<file path="src/rtl/mod_w_wnd_comp_pkg.sv">
// Shared definitions for the SHA-256 compression engine:
// command codes, FSM encoding, working-register bundle,
// SHA-256 initial values and the FIPS 180-4 logic functions.
package mod_w_wnd_comp_pkg;

  localparam logic [7:0] CODE_IDLE        = 8'd0;
  localparam logic [7:0] CODE_LOAD_H      = 8'd1;
  localparam logic [7:0] CODE_HASH        = 8'd2;
  localparam logic [7:0] CODE_SUM_STORE_H = 8'd3;
  localparam logic [7:0] CODE_SUM_STORE_M = 8'd4;

  typedef enum logic [2:0] {
    IDLE   = 3'd0,
    LOAD   = 3'd1,
    HASH   = 3'd2,
    SUM    = 3'd3,
    SETTLE = 3'd4,
    DONE   = 3'd5
  } fsm_state_t;

  // a sits in the MSBs so the packed bundle reads as the digest word order
  typedef struct packed {
    logic [31:0] a, b, c, d, e, f, g, h;
  } work_t;

  localparam logic [31:0] IV0 = 32'h6a09e667;
  localparam logic [31:0] IV1 = 32'hbb67ae85;
  localparam logic [31:0] IV2 = 32'h3c6ef372;
  localparam logic [31:0] IV3 = 32'ha54ff53a;
  localparam logic [31:0] IV4 = 32'h510e527f;
  localparam logic [31:0] IV5 = 32'h9b05688c;
  localparam logic [31:0] IV6 = 32'h1f83d9ab;
  localparam logic [31:0] IV7 = 32'h5be0cd19;
  localparam logic [255:0] IV_ALL = {IV0, IV1, IV2, IV3, IV4, IV5, IV6, IV7};

  // Sigma0: ROTR2 ^ ROTR13 ^ ROTR22
  function automatic logic [31:0] big_sigma0(input logic [31:0] x);
    return {x[1:0], x[31:2]} ^ {x[12:0], x[31:13]} ^ {x[21:0], x[31:22]};
  endfunction

  // Sigma1: ROTR6 ^ ROTR11 ^ ROTR25
  function automatic logic [31:0] big_sigma1(input logic [31:0] x);
    return {x[5:0], x[31:6]} ^ {x[10:0], x[31:11]} ^ {x[24:0], x[31:25]};
  endfunction

  // sigma0: ROTR7 ^ ROTR18 ^ SHR3
  function automatic logic [31:0] small_sigma0(input logic [31:0] x);
    return {x[6:0], x[31:7]} ^ {x[17:0], x[31:18]} ^ (x >> 3);
  endfunction

  // sigma1: ROTR17 ^ ROTR19 ^ SHR10
  function automatic logic [31:0] small_sigma1(input logic [31:0] x);
    return {x[16:0], x[31:17]} ^ {x[18:0], x[31:19]} ^ (x >> 10);
  endfunction

  function automatic logic [31:0] ch(input logic [31:0] x, input logic [31:0] y,
                                     input logic [31:0] z);
    return (x & y) ^ (~x & z);
  endfunction

  function automatic logic [31:0] maj(input logic [31:0] x, input logic [31:0] y,
                                      input logic [31:0] z);
    return (x & y) ^ (x & z) ^ (y & z);
  endfunction

endpackage

</file>
<file path="src/rtl/mod_w_wnd_comp_if.sv">
// Memory/command port bundle of the SHA-256 engine. The master is the
// sequencer/memory side, the slave is the engine.
interface mod_w_wnd_comp_if;
  logic [7:0]   CMD;
  logic [7:0]   MKA;
  logic [31:0]  MD_IN;
  logic [31:0]  KD;
  logic [7:0]   HA;
  logic [31:0]  HD_IN;
  logic [31:0]  HD_OUT;
  logic [31:0]  MD_OUT;
  logic [255:0] RES;
  logic         RDY;

  modport master (output CMD, MD_IN, KD, HD_IN,
                  input  MKA, HA, HD_OUT, MD_OUT, RES, RDY);
  modport slave  (input  CMD, MD_IN, KD, HD_IN,
                  output MKA, HA, HD_OUT, MD_OUT, RES, RDY);
endinterface

</file>
<file path="src/rtl/mod_w_wnd_comp_sha256_round.sv">
// One combinational SHA-256 round: current a..h, K_t and W_t in,
// next a..h out.
module sha256_round
  import mod_w_wnd_comp_pkg::*;
(
  input  work_t       cur,
  input  logic [31:0] kd,
  input  logic [31:0] wt,
  output work_t       nxt
);

  logic [31:0] t1;
  logic [31:0] t2;

  // Compute T1/T2 and rotate the working registers.
  always_comb begin
    t1    = cur.h + big_sigma1(cur.e) + ch(cur.e, cur.f, cur.g) + kd + wt;
    t2    = big_sigma0(cur.a) + maj(cur.a, cur.b, cur.c);
    nxt.a = t1 + t2;
    nxt.b = cur.a;
    nxt.c = cur.b;
    nxt.d = cur.c;
    nxt.e = cur.d + t1;
    nxt.f = cur.e;
    nxt.g = cur.f;
    nxt.h = cur.g;
  end

endmodule

</file>
<file path="src/rtl/mod_w_wnd_comp.sv">
// SHA-256 compression engine with a 16-word sliding message-schedule
// window, sequenced by LOAD_H / HASH / SUM_STORE_H / SUM_STORE_M commands.
// Optional: define W_WND_COMP_RES_EN to drive RES = IV + a..h; otherwise
// RES is tied to zero.
module mod_w_wnd_comp
  import mod_w_wnd_comp_pkg::*;
(
  input logic             CLK,
  input logic             RST,
  mod_w_wnd_comp_if.slave bus
);

  localparam logic [7:0] CMD_IDLE        = CODE_IDLE;
  localparam logic [7:0] CMD_LOAD_H      = CODE_LOAD_H;
  localparam logic [7:0] CMD_HASH        = CODE_HASH;
  localparam logic [7:0] CMD_SUM_STORE_H = CODE_SUM_STORE_H;
  localparam logic [7:0] CMD_SUM_STORE_M = CODE_SUM_STORE_M;

  logic [31:0] a, b, c, d, e, f, g, h;
  logic [31:0] w [16];
  logic [6:0]  cnt;
  logic [2:0]  ha;
  logic [5:0]  mka;
  fsm_state_t  state;
  fsm_state_t  state_next;
  logic        rdy;
  logic [31:0] wt;
  logic [31:0] sel;
  work_t       cur;
  work_t       nxt;

  assign cur = {a, b, c, d, e, f, g, h};

  sha256_round u_round (
    .cur (cur),
    .kd  (bus.KD),
    .wt  (wt),
    .nxt (nxt)
  );

  // State register.
  always_ff @(posedge CLK or posedge RST) begin
    if (RST) state <= IDLE;
    else     state <= state_next;
  end

  // Next-state: commands only matter in IDLE; unknown codes are ignored.
  always_comb begin
    state_next = state;
    case (state)
      IDLE: begin
        case (bus.CMD)
          CMD_IDLE:                         state_next = IDLE;
          CMD_LOAD_H:                       state_next = LOAD;
          CMD_HASH:                         state_next = HASH;
          CMD_SUM_STORE_H, CMD_SUM_STORE_M: state_next = SUM;
          default:                          state_next = IDLE;
        endcase
      end
      LOAD, SUM: if (cnt == 7'd7)  state_next = SETTLE;
      HASH:      if (cnt == 7'd63) state_next = SETTLE;
      SETTLE:    state_next = DONE;
      DONE:      state_next = IDLE;
      default:   state_next = IDLE;
    endcase
  end

  // Outputs decoded from the state: RDY is the single DONE cycle.
  always_comb begin
    rdy = (state == DONE);
  end

  // Schedule word: straight from memory for the first 16 rounds, then
  // expanded from the window (w[15] is W_{t-1}, w[0] is W_{t-16}).
  always_comb begin
    if (cnt < 7'd16) wt = bus.MD_IN;
    else             wt = small_sigma1(w[14]) + w[9] + small_sigma0(w[1]) + w[0];
  end

  // Counter, address registers and working registers.
  always_ff @(posedge CLK or posedge RST) begin
    if (RST) begin
      cnt <= '0;
      ha  <= '0;
      mka <= '0;
      {a, b, c, d, e, f, g, h} <= '0;
    end else begin
      case (state)
        IDLE: begin
          if (state_next != IDLE) begin
            cnt <= '0;
            ha  <= '0;
            mka <= '0;
          end
        end
        LOAD: begin
          case (ha)
            3'd0: a <= bus.HD_IN;
            3'd1: b <= bus.HD_IN;
            3'd2: c <= bus.HD_IN;
            3'd3: d <= bus.HD_IN;
            3'd4: e <= bus.HD_IN;
            3'd5: f <= bus.HD_IN;
            3'd6: g <= bus.HD_IN;
            default: h <= bus.HD_IN;
          endcase
          // the last index is held so HA stays on 7 through SETTLE
          if (cnt != 7'd7) begin
            cnt <= cnt + 7'd1;
            ha  <= ha + 3'd1;
          end
        end
        SUM: begin
          if (cnt != 7'd7) begin
            cnt <= cnt + 7'd1;
            ha  <= ha + 3'd1;
          end
        end
        HASH: begin
          {a, b, c, d, e, f, g, h} <= nxt;
          if (cnt != 7'd63) begin
            cnt <= cnt + 7'd1;
            mka <= mka + 6'd1;
          end
        end
        DONE: begin
          ha  <= '0;
          mka <= '0;
        end
        default: ;
      endcase
    end
  end

  // Sliding window: shift in W_t on every hash round.
  always_ff @(posedge CLK or posedge RST) begin
    if (RST) begin
      for (int i = 0; i < 16; i++) w[i] <= '0;
    end else if (state == HASH) begin
      for (int i = 0; i < 15; i++) w[i] <= w[i + 1];
      w[15] <= wt;
    end
  end

  // Working register addressed by HA, for the feed-forward sum.
  always_comb begin
    case (ha)
      3'd0:    sel = a;
      3'd1:    sel = b;
      3'd2:    sel = c;
      3'd3:    sel = d;
      3'd4:    sel = e;
      3'd5:    sel = f;
      3'd6:    sel = g;
      default: sel = h;
    endcase
  end

  assign bus.HD_OUT = bus.HD_IN + sel;
  assign bus.MD_OUT = bus.HD_IN + sel;
  assign bus.HA     = {5'd0, ha};
  assign bus.MKA    = {2'd0, mka};
  assign bus.RDY    = rdy;

`ifdef W_WND_COMP_RES_EN
  logic [255:0] res_sum;

  // Digest: IV plus working registers, lane by lane.
  always_comb begin
    res_sum = '0;
    for (int i = 0; i < 8; i++)
      res_sum[255-32*i -: 32] = IV_ALL[255-32*i -: 32] + cur[255-32*i -: 32];
  end

  assign bus.RES = res_sum;
`else
  assign bus.RES = '0;
`endif

endmodule

</file>
<file path="src/flat_wrapper.sv">
// flat-port wrapper written by rule: the top's interface ports become plain ports
module mod_w_wnd_comp_flat import mod_w_wnd_comp_pkg::*;
  (CLK, RST, bus_CMD, bus_MD_IN, bus_KD, bus_HD_IN, bus_MKA, bus_HA, bus_HD_OUT, bus_MD_OUT, bus_RES, bus_RDY);
  mod_w_wnd_comp_if bus_i ();
  input logic CLK;
  input logic RST;
  input wire logic [$bits(bus_i.CMD)-1:0] bus_CMD;
  input wire logic [$bits(bus_i.MD_IN)-1:0] bus_MD_IN;
  input wire logic [$bits(bus_i.KD)-1:0] bus_KD;
  input wire logic [$bits(bus_i.HD_IN)-1:0] bus_HD_IN;
  output wire logic [$bits(bus_i.MKA)-1:0] bus_MKA;
  output wire logic [$bits(bus_i.HA)-1:0] bus_HA;
  output wire logic [$bits(bus_i.HD_OUT)-1:0] bus_HD_OUT;
  output wire logic [$bits(bus_i.MD_OUT)-1:0] bus_MD_OUT;
  output wire logic [$bits(bus_i.RES)-1:0] bus_RES;
  output wire logic [$bits(bus_i.RDY)-1:0] bus_RDY;
  assign bus_i.CMD = bus_CMD;
  assign bus_i.MD_IN = bus_MD_IN;
  assign bus_i.KD = bus_KD;
  assign bus_i.HD_IN = bus_HD_IN;
  assign bus_MKA = bus_i.MKA;
  assign bus_HA = bus_i.HA;
  assign bus_HD_OUT = bus_i.HD_OUT;
  assign bus_MD_OUT = bus_i.MD_OUT;
  assign bus_RES = bus_i.RES;
  assign bus_RDY = bus_i.RDY;
  mod_w_wnd_comp u_core (.CLK(CLK), .RST(RST), .bus(bus_i));
endmodule
</file>
<file path="config.mk">
export PLATFORM = sky130hd
export DESIGN_NAME = mod_w_wnd_comp_flat
export DESIGN_NICKNAME = d
export VERILOG_FILES = /design/src/rtl/mod_w_wnd_comp_pkg.sv /design/src/rtl/mod_w_wnd_comp_if.sv /design/src/rtl/mod_w_wnd_comp_sha256_round.sv /design/src/rtl/mod_w_wnd_comp.sv /design/src/flat_wrapper.sv
export SDC_FILE = /design/constraint.sdc
export NUM_CORES = 2
export LEC_CHECK = 0
export BUFFER_PORTS_ARGS = -buffer_cell sky130_fd_sc_hd__buf_2
export CAP_MARGIN = 5
export CORE_ASPECT_RATIO = 2
export CORE_MARGIN = 3
export CORE_UTILIZATION = 61
export CTS_CLUSTER_DIAMETER = 100
export DETAILED_ROUTE_END_ITERATION = 6
export PLACE_DENSITY = 0.88
export SYNTH_ARGS = -nofsm -noshare
export SYNTH_HDL_FRONTEND = slang
export SYNTH_SLANG_ARGS = --single-unit
</file>
<file path="constraint.sdc">
create_clock -name CLK -period 29.7 [get_ports CLK]
set_input_delay 1.485 -clock CLK [delete_from_list [all_inputs] [get_ports CLK]]
set_output_delay 1.485 -clock CLK [all_outputs]
set_load 0.02 [all_outputs]
</file>
======== Word-level counts from Yosys, hierarchy flattened ========
Index checks and enable logic that the tools add are counted.
Widths: inputs -> output; s select.
cells by class
  $add $sub $neg .......................... 14
  $lt $le $gt $ge ......................... 1
  equality and inequality tests ........... 30
  muxes and demuxes ....................... 32
  bitwise operators ....................... 17
  reduce and logical (&&, ||, !) cells .... 21
operators by type and width
  cell                number
  $pmux 32 s2         8
  $add 32x32->32      11
  $mux 32             9
  $xor 32x32->32      9
  $pmux 32 s7         1
  $and 32x32->32      5
  $not 32->32         1
  $xor 32x22->32      1
  $xor 32x29->32      1
  $mux 7              3
  $pmux 7 s3          1
  $pmux 6 s3          1
  $eq 8x2->1 const B  2
  $ne 2x2->1 const B  8
  $reduce_and 2->1    8
  $eq 3x3->1 const B  5
  $eq 3x2->1 const B  4
  $mux 3              4
  $mux 6              2
  $pmux 3 s4          1
  $reduce_bool 3->1   4
  $pmux 3 s3          1
  $eq 8x1->1 const B  1
  $eq 8x3->1 const B  1
  other kinds (17)    23
storage, ports and cells
  bits in registers ....................... 787
  input port bits ......................... 106
  output and inout port bits .............. 337
  word-level logic and storage cells ...... 143

======== Depth between registers and ports, before layout ========
  depth in word-level cells ............... 9
  depth in mapped cells ................... 50
  gate-level depth less buffers ........... 49

======== Hierarchy ========
From an unflattened synthesis, not the netlist that was laid out.
unflattened totals
  cells, all modules ...................... 6110
  area total of the unflattened synthesis .. 52083.7 sq um
by module, submodules not included
  module          instances  cells each  area an instance (sq um)  seq. area each (sq um)
  mod_w_wnd_comp  1          4730        40911.7                   19693.9
  sha256_round    1          1380        11172.0                   0.0

======== Worst setup path after synthesis ========
Ideal clock, no wire load.
  path type ............................... reg-to-reg
  start point ............................. register u_core.w[457] in the netlist's numbering
  end point ............................... register u_core.a[30]
  library setup time ...................... 126 ps
  arrival time ............................ 9466 ps
  data required time ...................... 29574 ps
  path slack .............................. 20108 ps
  cell stages (with the launch flop) ...... 47
  path buffers ............................ 1
  clock period less this slack ............ 9592 ps
  path through ............................ dfrtp_1 -> clkbuf_1 -> xnor2_1 -> xnor2_1 -> fa_1 -> inv_1 -> fa_1 -> inv_1 -> ha_1 -> a21o_1 -> a21o_1 -> a211oi_1 -> o41ai_1 -> a21oi_1 -> o21ai_0 -> a31oi_1 -> xor2_1 -> nor2_1 -> [11 not listed] -> nor2b_1 -> a211o_1 -> a41o_1 -> xor2_1 -> inv_1 -> fa_1 -> inv_1 -> ha_1 -> a21o_1 -> a21o_1 -> a21o_1 -> a41o_1 -> o31ai_1 -> a21oi_1 -> a41oi_1 -> nand2b_1 -> mux2i_1 -> a221o_1
between the ends
  word-level cells in the longest chain between the ends .. 8
ends and longest elaborated chain
  item                           RTL line                           RTL
  start, declared                mod_w_wnd_comp.sv:20               logic [31:0] w [16];
  $xor 32x32->32                 mod_w_wnd_comp_pkg.sv:48           return {x[6:0], x[31:7]} ^ {x[17:0], x[31:18]} ^ (x >> 3);
  $xor 32x29->32 *               mod_w_wnd_comp_pkg.sv:48
  $add 32x32->32 * (2 in a row)  mod_w_wnd_comp.sv:77               else wt = small_sigma1(w[14]) + w[9] + small_sigma0(w[1]) + w[0];
  $mux 32 *                      mod_w_wnd_comp.sv:76               if (cnt < 7'd16) wt = bus.MD_IN;
  $add 32x32->32 *               mod_w_wnd_comp_sha256_round.sv:17  t1 = cur.h + big_sigma1(cur.e) + ch(cur.e, cur.f, cur.g) + kd + wt;
  $add 32x32->32 *               mod_w_wnd_comp_sha256_round.sv:19  nxt.a = t1 + t2;
  $pmux 32 s2 *                  mod_w_wnd_comp.sv:88               case (state)
  end signal, assigned           mod_w_wnd_comp.sv:98               3'd0: a <= bus.HD_IN;
  end signal, assigned           mod_w_wnd_comp.sv:120              {a, b, c, d, e, f, g, h} <= nxt;
  end, declared                  mod_w_wnd_comp.sv:19               logic [31:0] a, b, c, d, e, f, g, h;
Mark *: on every way between the ends. The rest lies on a longest branch, timed or not.
A chain may end at the register's enable or synchronous reset.

======== Worst setup path after layout ========
  start point ............................. register u_core.w[51] in the netlist's numbering
  end point ............................... register u_core.a[31]
between the ends
  word-level cells in the longest chain between the ends .. 9
ends and longest elaborated chain
  item                           RTL line                           RTL
  $xor 32x32->32                 mod_w_wnd_comp_pkg.sv:53           return {x[16:0], x[31:17]} ^ {x[18:0], x[31:19]} ^ (x >> 10);
  $xor 32x22->32 *               mod_w_wnd_comp_pkg.sv:53
  $add 32x32->32 * (3 in a row)  mod_w_wnd_comp.sv:77
  $mux 32 *                      mod_w_wnd_comp.sv:76
  $add 32x32->32 *               mod_w_wnd_comp_sha256_round.sv:17
  $add 32x32->32 *               mod_w_wnd_comp_sha256_round.sv:19
  $pmux 32 s2 *                  mod_w_wnd_comp.sv:88
Marks and branches as above.

==> results.txt <==
H-tree levels = 3
Core Area = 81800 um2
mux contribution to synthesized area = 2.63%
Max stage delay cell, worst path = o41ai_1
clock slew at reported path FFs = 0.07 ns
CTS tree = done
CP required = 30.27 ns
RSZ-0062 raised after global routing = false
Async SR Flop Fraction = 100%
crit end category = register
ys flop type = dfrtp_1
die span in x = 210 um
period utilization = 38.1%
Port Buf Inserts = 179
Bufs on Longest Clock Path = 3
1st-iter DRT viols = 3973
Post-DRT Antenna Nets = 0
Arr. time, crit path = 11.88 ns
Worst Hold Class = reg2reg
vias in the first global route = 40.1k
CP Max Fanout = 5
Synth cell types = 84
Worst Max-Slew Pin Slew = 1.26 ns
Placed Instance Area = 50600 um2
Die Y = 413 um
Mapped Area = 50600 um2
Setup crit start kind = register
final-report hold violation count = 0
Final Non-Filler Cells = 6941
initial antenna violation count = 4
R2R setup slack = 18.39 ns
status = finished with violations
Rows = 148
Tmin final = 11.31 ns
routability congestion estimate = 1.04
Detailed Routing Iterations Pass 1 = 7
gr usage total = 35.9%
Setup CP Type = reg2reg
Hold Path Stages = 2
drt total wl = 158 mm
number of flops mapped to enable cells by yosys = 0
Hold Startpoint = u_core.w[268]
failing checks = DRC
remaining global-route overflow = 0
final setup violation count = 0
residual DRC count = 12
Avg Vias per Cell = 5.93
largest net degree at the start of global routing = 253
Mapped Cells = 5952
end of the worst register-to-register path = u_core.a[31]
Post-Synth Simple-Gate Area = 16.2%
CTS sink count = 787
Finished Cell Area = 53300 um2
synth warn = 0
drt wl/cell = 22.7 um
Slew Limit Fails = 0
vias = 41.1k
Area Growth Syn to Fin = 5.39%
worst hold slack = 0.463 ns
initial cell density of the core = 61.8%
MaxCap Viol Count = 0
Slew headroom = 16.3%
clock root buffer = clkbuf_16
Compound-Gate Fraction of Synth Area = 13.4%
Seq cells post-synth = 787
Fill cells = 6682
setup bufs post-CTS = 0
xor-xnor portion of the synthesized cell area = 6.73%
nets@finish = 6289
Fin Clk Skew = 0.0209 ns
FF-to-FF path depth = 43
Worst path max stage delay = 1.02 ns
Synth Area in Adders = 11.5%
Hold EP = u_core.w[300]
fmax = 88.4 MHz
hold_buf cts = 0
largest family of logic cells by synthesized area = simple AND/OR/NAND/NOR gates
Crit. Startpoint = u_core.w[51]
hpwl dp = 115 mm
Final TNS setup = 0 ns
Skew-Pair Late Insertion Delay = 0.69 ns
Resize count post-CTS = 0
register area share after synthesis = 38.9%
DP Cell Count = 6808
share of cells above drive strength 1 = 7.66%
Avg Synthesized Cell Area = 8.50 um2
global-route wire length before repair = 234 mm
FF-to-FF Start = u_core.w[51]
clock buffer count from CTS = 73
die area = 86600 um2
number of I/O pins = 443
==> sequential cells by signal, summed over array words and instances, names as in the netlist <==
| signal | count |
|---|---|
| u_core.state | 3 |
| u_core.c | 32 |
| u_core.e | 32 |
| u_core.f | 32 |
| u_core.h | 32 |
| u_core.a | 32 |
| u_core.g | 32 |
| u_core.w | 512 |
| u_core.cnt | 7 |
| u_core.ha | 3 |
| u_core.mka | 6 |
| u_core.d | 32 |
| u_core.b | 32 |
==> routing by layer <==
layer	vias up	track usage [%]	routed length, um
met1	19800	37.8	50500
met2	2245	59.3	74600
met3	765	6.21	12200
li1	18300	-	-
met4	0	36.2	20400
met5	-	0	0
==> synth_stat cells (7+ instances only) <==
cell type / n / area, um2
o21a_1: 33 / 248
nand2b_1: 26 / 163
fa_1: 188 / 3760
mux2_2: 54 / 608
o21bai_1: 22 / 165
nor3_1: 20 / 100
nand3_1: 27 / 135
inv_1: 424 / 1590
and2_0: 17 / 106
a21o_1: 88 / 661
xnor2_1: 265 / 2320
or3_1: 14 / 87.6
nand2_1: 1556 / 5840
a211oi_1: 12 / 90.1
mux2i_1: 72 / 721
and2_1: 21 / 131
a22o_1: 13 / 114
buf_1: 16 / 60.1
a22oi_1: 16 / 120
buf_4: 296 / 2220
o21ai_0: 216 / 1080
a31oi_1: 26 / 163
or2_2: 8 / 50.1
nor2b_1: 20 / 125
o21ai_1: 11 / 55.1
dfrtp_1: 787 / 19700
clkbuf_1: 367 / 1380
ha_1: 162 / 2030
a21oi_1: 541 / 2710
xor2_1: 120 / 1050
nor2_1: 317 / 1190
a222oi_1: 43 / 430
and3_1: 13 / 81.3
nand4_1: 7 / 43.8
a221o_1: 17 / 170
o31ai_1: 11 / 82.6
==> area by class of cell <==
cell class                 instances  area, um2  share of cell area [%]
antenna                            2       5.00                 0.00939
clock buffer                      94       2080                    3.90
clock inverter                    37        642                    1.20
inverter                         424       1600                    3.00
multi-input combinational       4317      26600                    50.0
sequential                       787      19700                    36.9
tap                             1050       1310                    2.46
timing repair buffer             230       1340                    2.52
==> critical path, delay by kind of cell, from the launching register on <==
kind	cells	cell delay [ns]
buffers and inverters	6	0.33
xor gates and xnor gates	6	1.22
and+or+nand+nor	4	1.09
AOI/OAI and AO/OA	18	4.50
adders and majority gates	9	3.56
DFF	1	0.47
==> how the worst max path moves through the flow <==
stage	end	slack, ns	depth (start not counted)
2_1_floorplan	u_core.a[0]	6.12	1
3_3_place_gp	u_core.a[31]	18.53	43
3_5_place_dp	u_core.a[31]	18.52	43
4_1_cts	u_core.a[31]	18.45	43
5_1_grt	u_core.e[31]	17.78	42
6_report	u_core.a[31]	18.39	43
==> logic make-up after synthesis <==
group,after synthesis
buffers and inverters,1110
DFF,787
muxes,126
adders and majority gates,354
AOI/OAI and AO/OA,1121
and+or+nand+nor,2066
xor gates and xnor gates,387
other,1
==> cells in the final DEF, fill, tap and decap left out, drive strengths merged, types with 26 or more instances in the layout <==
cell type / n
a21o: 88
a21oi: 543
a222oi: 43
a31oi: 26
and2: 38
buf: 230
clkbuf: 94
conb: 263
dfrtp: 787
fa: 188
ha: 162
inv: 428
mux2: 54
mux2i: 72
nand2: 1556
nand2b: 26
nand3: 27
nor2: 318
o21a: 33
o21ai: 229
xnor2: 266
xor2: 121
==> metrics by stage <==
stage / utilization [%] / worst slack, ns
global placement: 61.8 / 18.53
CTS: 65.1 / 18.45
detailed placement: 61.8 / 18.52
floorplan: - / 6.12
finish: 65.1 / 18.39
global route: 65.1 / 17.78
Power is not shown: default switching activity piles up to over one toggle a cycle in this logic, so the estimate is an artifact.
